**src/rtl/freq_hash_probe_if.sv**
```systemverilog
// Key stream and hash-table RAM port bundle for freq_hash_probe.
// Key handshake: a key transfers on a rising edge where key_valid and key_ready are both high; key_data must hold while key_valid waits.
interface freq_hash_probe_if #(
  parameter int KEY_W  = 32,
  parameter int CNT_W  = 32,
  parameter int ADDR_W = 7
);
  logic              key_valid;
  logic [KEY_W-1:0]  key_data;
  logic              key_ready;
  logic [ADDR_W-1:0] tbl_addr;
  logic [KEY_W-1:0]  tbl_key_rd;
  logic [CNT_W-1:0]  tbl_cnt_rd;
  logic              tbl_we;
  logic [KEY_W-1:0]  tbl_key_wr;
  logic [CNT_W-1:0]  tbl_cnt_wr;

  modport master (
    input  key_valid, key_data, tbl_key_rd, tbl_cnt_rd,
    output key_ready, tbl_addr, tbl_we, tbl_key_wr, tbl_cnt_wr
  );

  modport slave (
    output key_valid, key_data, tbl_key_rd, tbl_cnt_rd,
    input  key_ready, tbl_addr, tbl_we, tbl_key_wr, tbl_cnt_wr
  );
endinterface

```
**src/rtl/freq_hash_probe.sv**
```systemverilog
// Key-occurrence counter over an external 1-cycle-latency RAM using open
// addressing with linear probing; saturating counts, pause/resume, full-table drop.
module freq_hash_probe #(
  parameter int KEY_W    = 32,
  parameter int CNT_W    = 32,
  parameter int ADDR_W   = 7,
  parameter int NUM_KEYS = 100,
  parameter int IDX_W    = 16
) (
  input  logic               clk,
  input  logic               rst,
  input  logic               start_i,
  input  logic               pause_i,
  input  logic               resume_i,
  output logic               busy_o,
  output logic               paused_o,
  output logic               done_o,
  output logic [IDX_W-1:0]   key_index_o,
  output logic [31:0]        collisions_o,
  output logic [15:0]        dropped_o,
  output logic               table_full_o,
  output logic [2:0]         state_o,
  freq_hash_probe_if.master  bus
);

  typedef enum logic [2:0] {
    S_IDLE    = 3'd0,
    S_FETCH   = 3'd1,
    S_READ    = 3'd2,
    S_COMPARE = 3'd3,
    S_WRITE   = 3'd4,
    S_NEXT    = 3'd5,
    S_DONE    = 3'd6,
    S_PAUSED  = 3'd7
  } state_t;

  localparam logic [IDX_W:0] LAST_IDX = (IDX_W+1)'(NUM_KEYS);

  state_t            state_q, state_d;
  logic [KEY_W-1:0]  key_q, key_d;
  logic [ADDR_W-1:0] addr_q, addr_d;
  logic [ADDR_W-1:0] probe_q, probe_d;
  logic [IDX_W-1:0]  idx_q, idx_d;
  logic [31:0]       coll_q, coll_d;
  logic [15:0]       drop_q, drop_d;
  logic              full_q, full_d;
  logic              plat_q, plat_d;
  logic              done_q, done_d;
  logic [KEY_W-1:0]  wkey_q, wkey_d;
  logic [CNT_W-1:0]  wcnt_q, wcnt_d;

  logic              slot_empty;
  logic              slot_hit;
  logic [CNT_W-1:0]  cnt_inc;
  logic [IDX_W:0]    idx_inc;
  logic              busy;

  assign slot_empty = (bus.tbl_cnt_rd == '0);
  assign slot_hit   = !slot_empty && (bus.tbl_key_rd == key_q);
  assign cnt_inc    = (bus.tbl_cnt_rd == '1) ? bus.tbl_cnt_rd : bus.tbl_cnt_rd + CNT_W'(1);
  assign idx_inc    = {1'b0, idx_q} + (IDX_W+1)'(1);
  assign busy       = (state_q != S_IDLE) && (state_q != S_DONE) && (state_q != S_PAUSED);

  always_ff @(posedge clk) begin
    if (rst) begin
      state_q <= S_IDLE;
      key_q   <= '0;
      addr_q  <= '0;
      probe_q <= '0;
      idx_q   <= '0;
      coll_q  <= '0;
      drop_q  <= '0;
      full_q  <= 1'b0;
      plat_q  <= 1'b0;
      done_q  <= 1'b0;
      wkey_q  <= '0;
      wcnt_q  <= '0;
    end else begin
      state_q <= state_d;
      key_q   <= key_d;
      addr_q  <= addr_d;
      probe_q <= probe_d;
      idx_q   <= idx_d;
      coll_q  <= coll_d;
      drop_q  <= drop_d;
      full_q  <= full_d;
      plat_q  <= plat_d;
      done_q  <= done_d;
      wkey_q  <= wkey_d;
      wcnt_q  <= wcnt_d;
    end
  end

  always_comb begin
    state_d = state_q;
    key_d   = key_q;
    addr_d  = addr_q;
    probe_d = probe_q;
    idx_d   = idx_q;
    coll_d  = coll_q;
    drop_d  = drop_q;
    full_d  = full_q;
    plat_d  = plat_q;
    done_d  = 1'b0;
    wkey_d  = wkey_q;
    wcnt_d  = wcnt_q;

    // A pause request seen mid-key is remembered until the key boundary.
    if (busy && pause_i) plat_d = 1'b1;

    unique case (state_q)
      S_IDLE, S_DONE: begin
        if (start_i) begin
          idx_d   = '0;
          coll_d  = '0;
          drop_d  = '0;
          full_d  = 1'b0;
          plat_d  = 1'b0;
          state_d = S_FETCH;
        end
      end
      S_FETCH: begin
        if (bus.key_valid) begin
          key_d   = bus.key_data;
          addr_d  = bus.key_data[ADDR_W-1:0];
          probe_d = '0;
          state_d = S_READ;
        end
      end
      S_READ: state_d = S_COMPARE;
      S_COMPARE: begin
        if (slot_hit) begin
          wkey_d  = key_q;
          wcnt_d  = cnt_inc;
          state_d = S_WRITE;
        end else if (slot_empty) begin
          wkey_d  = key_q;
          wcnt_d  = CNT_W'(1);
          state_d = S_WRITE;
        end else if (probe_q == '1) begin
          // Every slot visited without a match or a hole: drop the key.
          full_d  = 1'b1;
          if (drop_q != '1) drop_d = drop_q + 16'd1;
          state_d = S_NEXT;
        end else begin
          probe_d = probe_q + ADDR_W'(1);
          if (coll_q != '1) coll_d = coll_q + 32'd1;
          addr_d  = addr_q + ADDR_W'(1);
          state_d = S_READ;
        end
      end
      S_WRITE: state_d = S_NEXT;
      S_NEXT: begin
        idx_d = idx_inc[IDX_W-1:0];
        if (idx_inc == LAST_IDX) begin
          done_d  = 1'b1;
          plat_d  = 1'b0;
          state_d = S_DONE;
        end else if (pause_i || plat_q) begin
          plat_d  = 1'b0;
          state_d = S_PAUSED;
        end else begin
          state_d = S_FETCH;
        end
      end
      S_PAUSED: begin
        if (resume_i && !pause_i) state_d = S_FETCH;
      end
      default: state_d = S_IDLE;
    endcase
  end

  assign bus.key_ready  = (state_q == S_FETCH);
  assign bus.tbl_we     = (state_q == S_WRITE);
  assign bus.tbl_addr   = addr_q;
  assign bus.tbl_key_wr = wkey_q;
  assign bus.tbl_cnt_wr = wcnt_q;

  assign busy_o       = busy;
  assign paused_o     = (state_q == S_PAUSED);
  assign done_o       = done_q;
  assign key_index_o  = idx_q;
  assign collisions_o = coll_q;
  assign dropped_o    = drop_q;
  assign table_full_o = full_q;
  assign state_o      = state_q;

endmodule
```
**src/flat_wrapper.sv**
```systemverilog
// flat-port wrapper written by rule: the top's interface ports become plain ports
module freq_hash_probe_flat 
#(
  parameter int KEY_W    = 32,
  parameter int CNT_W    = 32,
  parameter int ADDR_W   = 7,
  parameter int NUM_KEYS = 100,
  parameter int IDX_W    = 16
)
  (clk, rst, start_i, pause_i, resume_i, busy_o, paused_o, done_o, key_index_o, collisions_o, dropped_o, table_full_o, state_o, bus_key_valid, bus_key_data, bus_tbl_key_rd, bus_tbl_cnt_rd, bus_key_ready, bus_tbl_addr, bus_tbl_we, bus_tbl_key_wr, bus_tbl_cnt_wr);
  freq_hash_probe_if #(.KEY_W(KEY_W), .CNT_W(CNT_W), .ADDR_W(ADDR_W)) bus_i ();
  input  logic clk;
  input  logic rst;
  input  logic start_i;
  input  logic pause_i;
  input  logic resume_i;
  output logic busy_o;
  output logic paused_o;
  output logic done_o;
  output logic [IDX_W-1:0] key_index_o;
  output logic [31:0] collisions_o;
  output logic [15:0] dropped_o;
  output logic table_full_o;
  output logic [2:0] state_o;
  input wire logic [$bits(bus_i.key_valid)-1:0] bus_key_valid;
  input wire logic [$bits(bus_i.key_data)-1:0] bus_key_data;
  input wire logic [$bits(bus_i.tbl_key_rd)-1:0] bus_tbl_key_rd;
  input wire logic [$bits(bus_i.tbl_cnt_rd)-1:0] bus_tbl_cnt_rd;
  output wire logic [$bits(bus_i.key_ready)-1:0] bus_key_ready;
  output wire logic [$bits(bus_i.tbl_addr)-1:0] bus_tbl_addr;
  output wire logic [$bits(bus_i.tbl_we)-1:0] bus_tbl_we;
  output wire logic [$bits(bus_i.tbl_key_wr)-1:0] bus_tbl_key_wr;
  output wire logic [$bits(bus_i.tbl_cnt_wr)-1:0] bus_tbl_cnt_wr;
  assign bus_i.key_valid = bus_key_valid;
  assign bus_i.key_data = bus_key_data;
  assign bus_i.tbl_key_rd = bus_tbl_key_rd;
  assign bus_i.tbl_cnt_rd = bus_tbl_cnt_rd;
  assign bus_key_ready = bus_i.key_ready;
  assign bus_tbl_addr = bus_i.tbl_addr;
  assign bus_tbl_we = bus_i.tbl_we;
  assign bus_tbl_key_wr = bus_i.tbl_key_wr;
  assign bus_tbl_cnt_wr = bus_i.tbl_cnt_wr;
  freq_hash_probe #(.KEY_W(KEY_W), .CNT_W(CNT_W), .ADDR_W(ADDR_W), .NUM_KEYS(NUM_KEYS), .IDX_W(IDX_W)) u_core (.clk(clk), .rst(rst), .start_i(start_i), .pause_i(pause_i), .resume_i(resume_i), .busy_o(busy_o), .paused_o(paused_o), .done_o(done_o), .key_index_o(key_index_o), .collisions_o(collisions_o), .dropped_o(dropped_o), .table_full_o(table_full_o), .state_o(state_o), .bus(bus_i));
endmodule
```
**config.mk**
```make
export PLATFORM = sky130hd
export DESIGN_NAME = freq_hash_probe_flat
export DESIGN_NICKNAME = d
export VERILOG_FILES = /design/src/rtl/freq_hash_probe_if.sv /design/src/rtl/freq_hash_probe.sv /design/src/flat_wrapper.sv
export SDC_FILE = /design/constraint.sdc
export NUM_CORES = 1
export LEC_CHECK = 0
export BUFFER_PORTS_ARGS = -buffer_cell sky130_fd_sc_hd__buf_4
export CAP_MARGIN = 0
export CORE_MARGIN = 3
export CORE_UTILIZATION = 48
export CTS_CLUSTER_SIZE = 14
export DETAILED_ROUTE_END_ITERATION = 10
export PLACE_DENSITY = 0.81
export SETUP_SLACK_MARGIN = 0.3
export SLEW_MARGIN = 5
export SYNTH_ARGS = -nofsm -noshare
export SYNTH_HDL_FRONTEND = slang
export SYNTH_SLANG_ARGS = --single-unit
```
**constraint.sdc**
```tcl
create_clock -name clk -period 2.1 [get_ports clk]
set_input_delay 0.21 -clock clk [delete_from_list [all_inputs] [get_ports clk]]
set_output_delay 0.21 -clock clk [all_outputs]
set_load 0.005 [all_outputs]
```
==> results by group <==
Run status
  – Outcome: finished with violations
  – Failing checks: setup timing

Critical path
  – Startpoint Class: flop
  – CP required: 2410 ps
  – Critical path type: reg -> reg
  – CP Capture Type: flop
  – Worst Path Arrival: 2650 ps
  – R2R cell count: 10
  – CP max FO: 16

Global routing
  – All-layer global routing usage: 28.4%
  – Pin count of the biggest net entering global routing: 43
  – Congestion Overflow GR: 0
  – First-pass GRT wire length: 46300 um
  – Vias in the first global route: 9144
  – Antenna violations before repair: 0

Timing
  – Final hold vios: 0
  – Worst slew pin tran: 477 ps
  – Rel. slew slack: 68.1%
  – RSZ-0062 raised after global routing: yes
  – Setup ws final: -238 ps
  – Fmax: 428 MHz
  – Final setup fails: 124
  – Final Max Slew Viols: 0
  – Hold slack: 26.2 ps
  – Final min period: 2340 ps
  – Clk_skew: 15.5 ps
  – Fin crit share: 111%

Floorplanning
  – Core area: 17500 sq um
  – Die X-Extent: 141 um
  – Num ports: 246
  – Die Height: 141 um
  – Initial Util: 49.8%
  – Die Area: 19800 sq um
  – Num rows: 48

Drt
  – Uppermost routed layer: met4
  – Final antenna-violating net count: 0
  – DR iter-0 viols: 774
  – Met3 WL: 2560 um
  – Post-Route WL: 31500 um
  – Number of remaining DRC errors: 0
  – Met2 Wirelength: 15400 um
  – Wire length on met1: 12300 um
  – Vias per cell: 5.87
  – Wire per inst: 18.5 um
  – DRT Pass-1 Iters: 6
  – Vias: 9987

Place
  – Pre-CTS setup slack: -228 ps
  – Post-DP HPWL: 20800 um
  – Port bufs: 245
  – Placement Cell Area: 12100 sq um
  – Placed cell count: 1633
  – Placer Congestion: 0.971

Cells and area
  – Antenna cells: 0
  – Layout overhead on the synthesized area: 57.7%
  – Post-layout nets: 1573
  – Post-layout util: 78.5%
  – Fin cells: 1701
  – Final Cell Area: 13800 sq um
  – Share of cells above drive strength 1: 42.5%
  – Fillers: 1132

Clocking
  – CTS Hold Buffers Added: 0
  – H-tree levels: 4
  – Root Buffer: clkbuf_16
  – CTS Buffer Depth: 2
  – Clock latency on the worst-skew pair: 430 ps
  – Clk sinks: 180
  – Total clock buffers created by CTS: 17
  – Clock-pin slew on the worst setup and hold paths: 70 ps
  – CTS tree: yes

Yosys
  – Syn Inst Count: 1056
  – Ys async rst share: 0%
  – Syn_area_per_cell: 8.27 sq um
  – Post-synth cell types: 61
  – Register bit total from synthesis: 180
  – Count leader, synth: dfxtp_1
  – Mapped Area: 8730 sq um
  – Syn. warnings: 0
  – Top post-synthesis cells by count: dfxtp_1 (180), nand2_1 (128), a21oi_1 (109)
  – Largest area contributor in the netlist: dfxtp_1
  – Seq/Total Area, Yosys: 41.3%
  – Syn Nets: 1165
  – Dominant synthesized flop cell: dfxtp_1
  – EDFF count, synth: 0
  – Post-synth top area share: 41.3%
  – Ranking of synthesized cells by area: dfxtp_1 (41%), a21oi_1 (6.3%), nand2_1 (5.5%)

Power
  – Leak pwr: 5.57 nW
  – Cell Pwr Density: 579 nW/um^2
  – Worst IR Drop VDD: 0.452 mV

Flow run
  – Total of max-cap violations: 0

Worst hold path
  – Hold Path Depth: 3
  – Tightest Hold Check Type: in -> reg
-- logic make-up (layout without fill, tap and decap cells) --
group / after synthesis / in the layout / synth area share [%]
muxes: 38 / 38 / 4.37
DFF: 180 / 180 / 41.3
xor gates and xnor gates: 64 / 64 / 6.42
AOI/OAI and AO/OA: 250 / 254 / 17.4
adders and majority gates: 7 / 7 / 1.00
buffers and inverters: 69 / 482 / 3.28
and+or+nand+nor: 448 / 451 / 26.2
-- critical path, cell delays in order (launching register included) --
cell and delay, ps:
dfxtp_1 330, xnor2_1 270, nand4_1 190, nor4_4 360
buf_4 190, a21oi_4 70, nor2_4 190, buf_12 140
buf_16 160, mux2i_1 220, nor2_1 70
-- where the power goes --
group,leakage [nW],internal (mW),switching [mW],total [mW]
combinational,3.81,0.577,0.561,1.14
clock,0.298,1.89,1.43,3.33
sequential,1.46,3.46,0.0487,3.51
-- registers in the layout, summed over array words and instances, names as in the netlist --
| register | flops |
|---|---|
| u_core.bus.tbl_cnt_wr | 32 |
| u_core.probe_q | 7 |
| u_core.bus.tbl_key_wr | 32 |
| u_core.bus.tbl_addr | 7 |
| u_core.done_o | 1 |
| u_core.dropped_o | 16 |
| u_core.state_o | 3 |
| u_core.table_full_o | 1 |
| u_core.key_index_o | 16 |
| u_core.collisions_o | 32 |
| u_core.key_q | 32 |
| u_core.plat_q | 1 |
-- final timing paths --
path	end	from	slack, ps
worst max-delay path	u_core.bus.tbl_key_wr[4]$_SDFFE_PP0P_	u_core.key_q[24]$_SDFFE_PP0P_	-240
worst min-delay path	u_core.key_q[22]$_SDFFE_PP0P_	bus_key_data[22]	30
worst max register to register	u_core.bus.tbl_key_wr[4]$_SDFFE_PP0P_	u_core.key_q[24]$_SDFFE_PP0P_	-240
worst min register to register	u_core.table_full_o$_SDFFE_PP0P_	u_core.table_full_o$_SDFFE_PP0P_	470
-- repair_timing --
item,CTS,global route
gates cloned,9,4
gates resized for setup,51,116
buffers inserted,11,13
pin swaps,56,36
endpoints found under the hold margin,0,0
setup endpoints to repair,142,171
-- cell type report --
class	count	area, sq um	area share (%)
multi-input cells	814	5570	40.5
repair buffers	439	3620	26.3
inverters	12	45.0	0.327
flip-flops and latches	180	3640	26.5
clock inverters	14	175	1.27
clock buffers	17	425	3.09
well taps	225	282	2.05
-- routing by layer --
| metal | up-vias | GRT usage (%) |
|---|---|---|
| met5 | - | 0 |
| met4 | 0 | 11.0 |
| met3 | 95 | 4.92 |
| met2 | 538 | 47.9 |
| met1 | 4693 | 36.4 |
| li1 | 4661 | - |
-- cell usage in the layout, fill, tap and decap left out, types with 15 or more instances in the layout --
cell type  synthesis  layout
buf_6              1      21
a21oi_1          109      87
dfxtp_1          180     158
nand2_1          128     123
o21ai_1            0      20
nand3_1           47      45
dfxtp_2            0      17
o21ai_0           58      25
or3_1             38      25
and3_1            17      15
nand4_1           30      30
nor2_1            91      85
buf_4              0     401
xor2_1            16      15
xnor2_1           48      40
nor3_1            19      15
a22o_1            24      24
mux2i_1           37      37
a21oi_2            1      22
clkbuf_16          0      18
-- through the flow --
step,power [mW],setup TNS [ps]
after detailed placement,4.44,-17060
after global placement,4.42,-14720
after floorplan,3.99,-4.57
final,7.97,-17120
after global routing,8.20,-25930
after CTS,7.85,-10410
(Power assumes the default switching activity.)
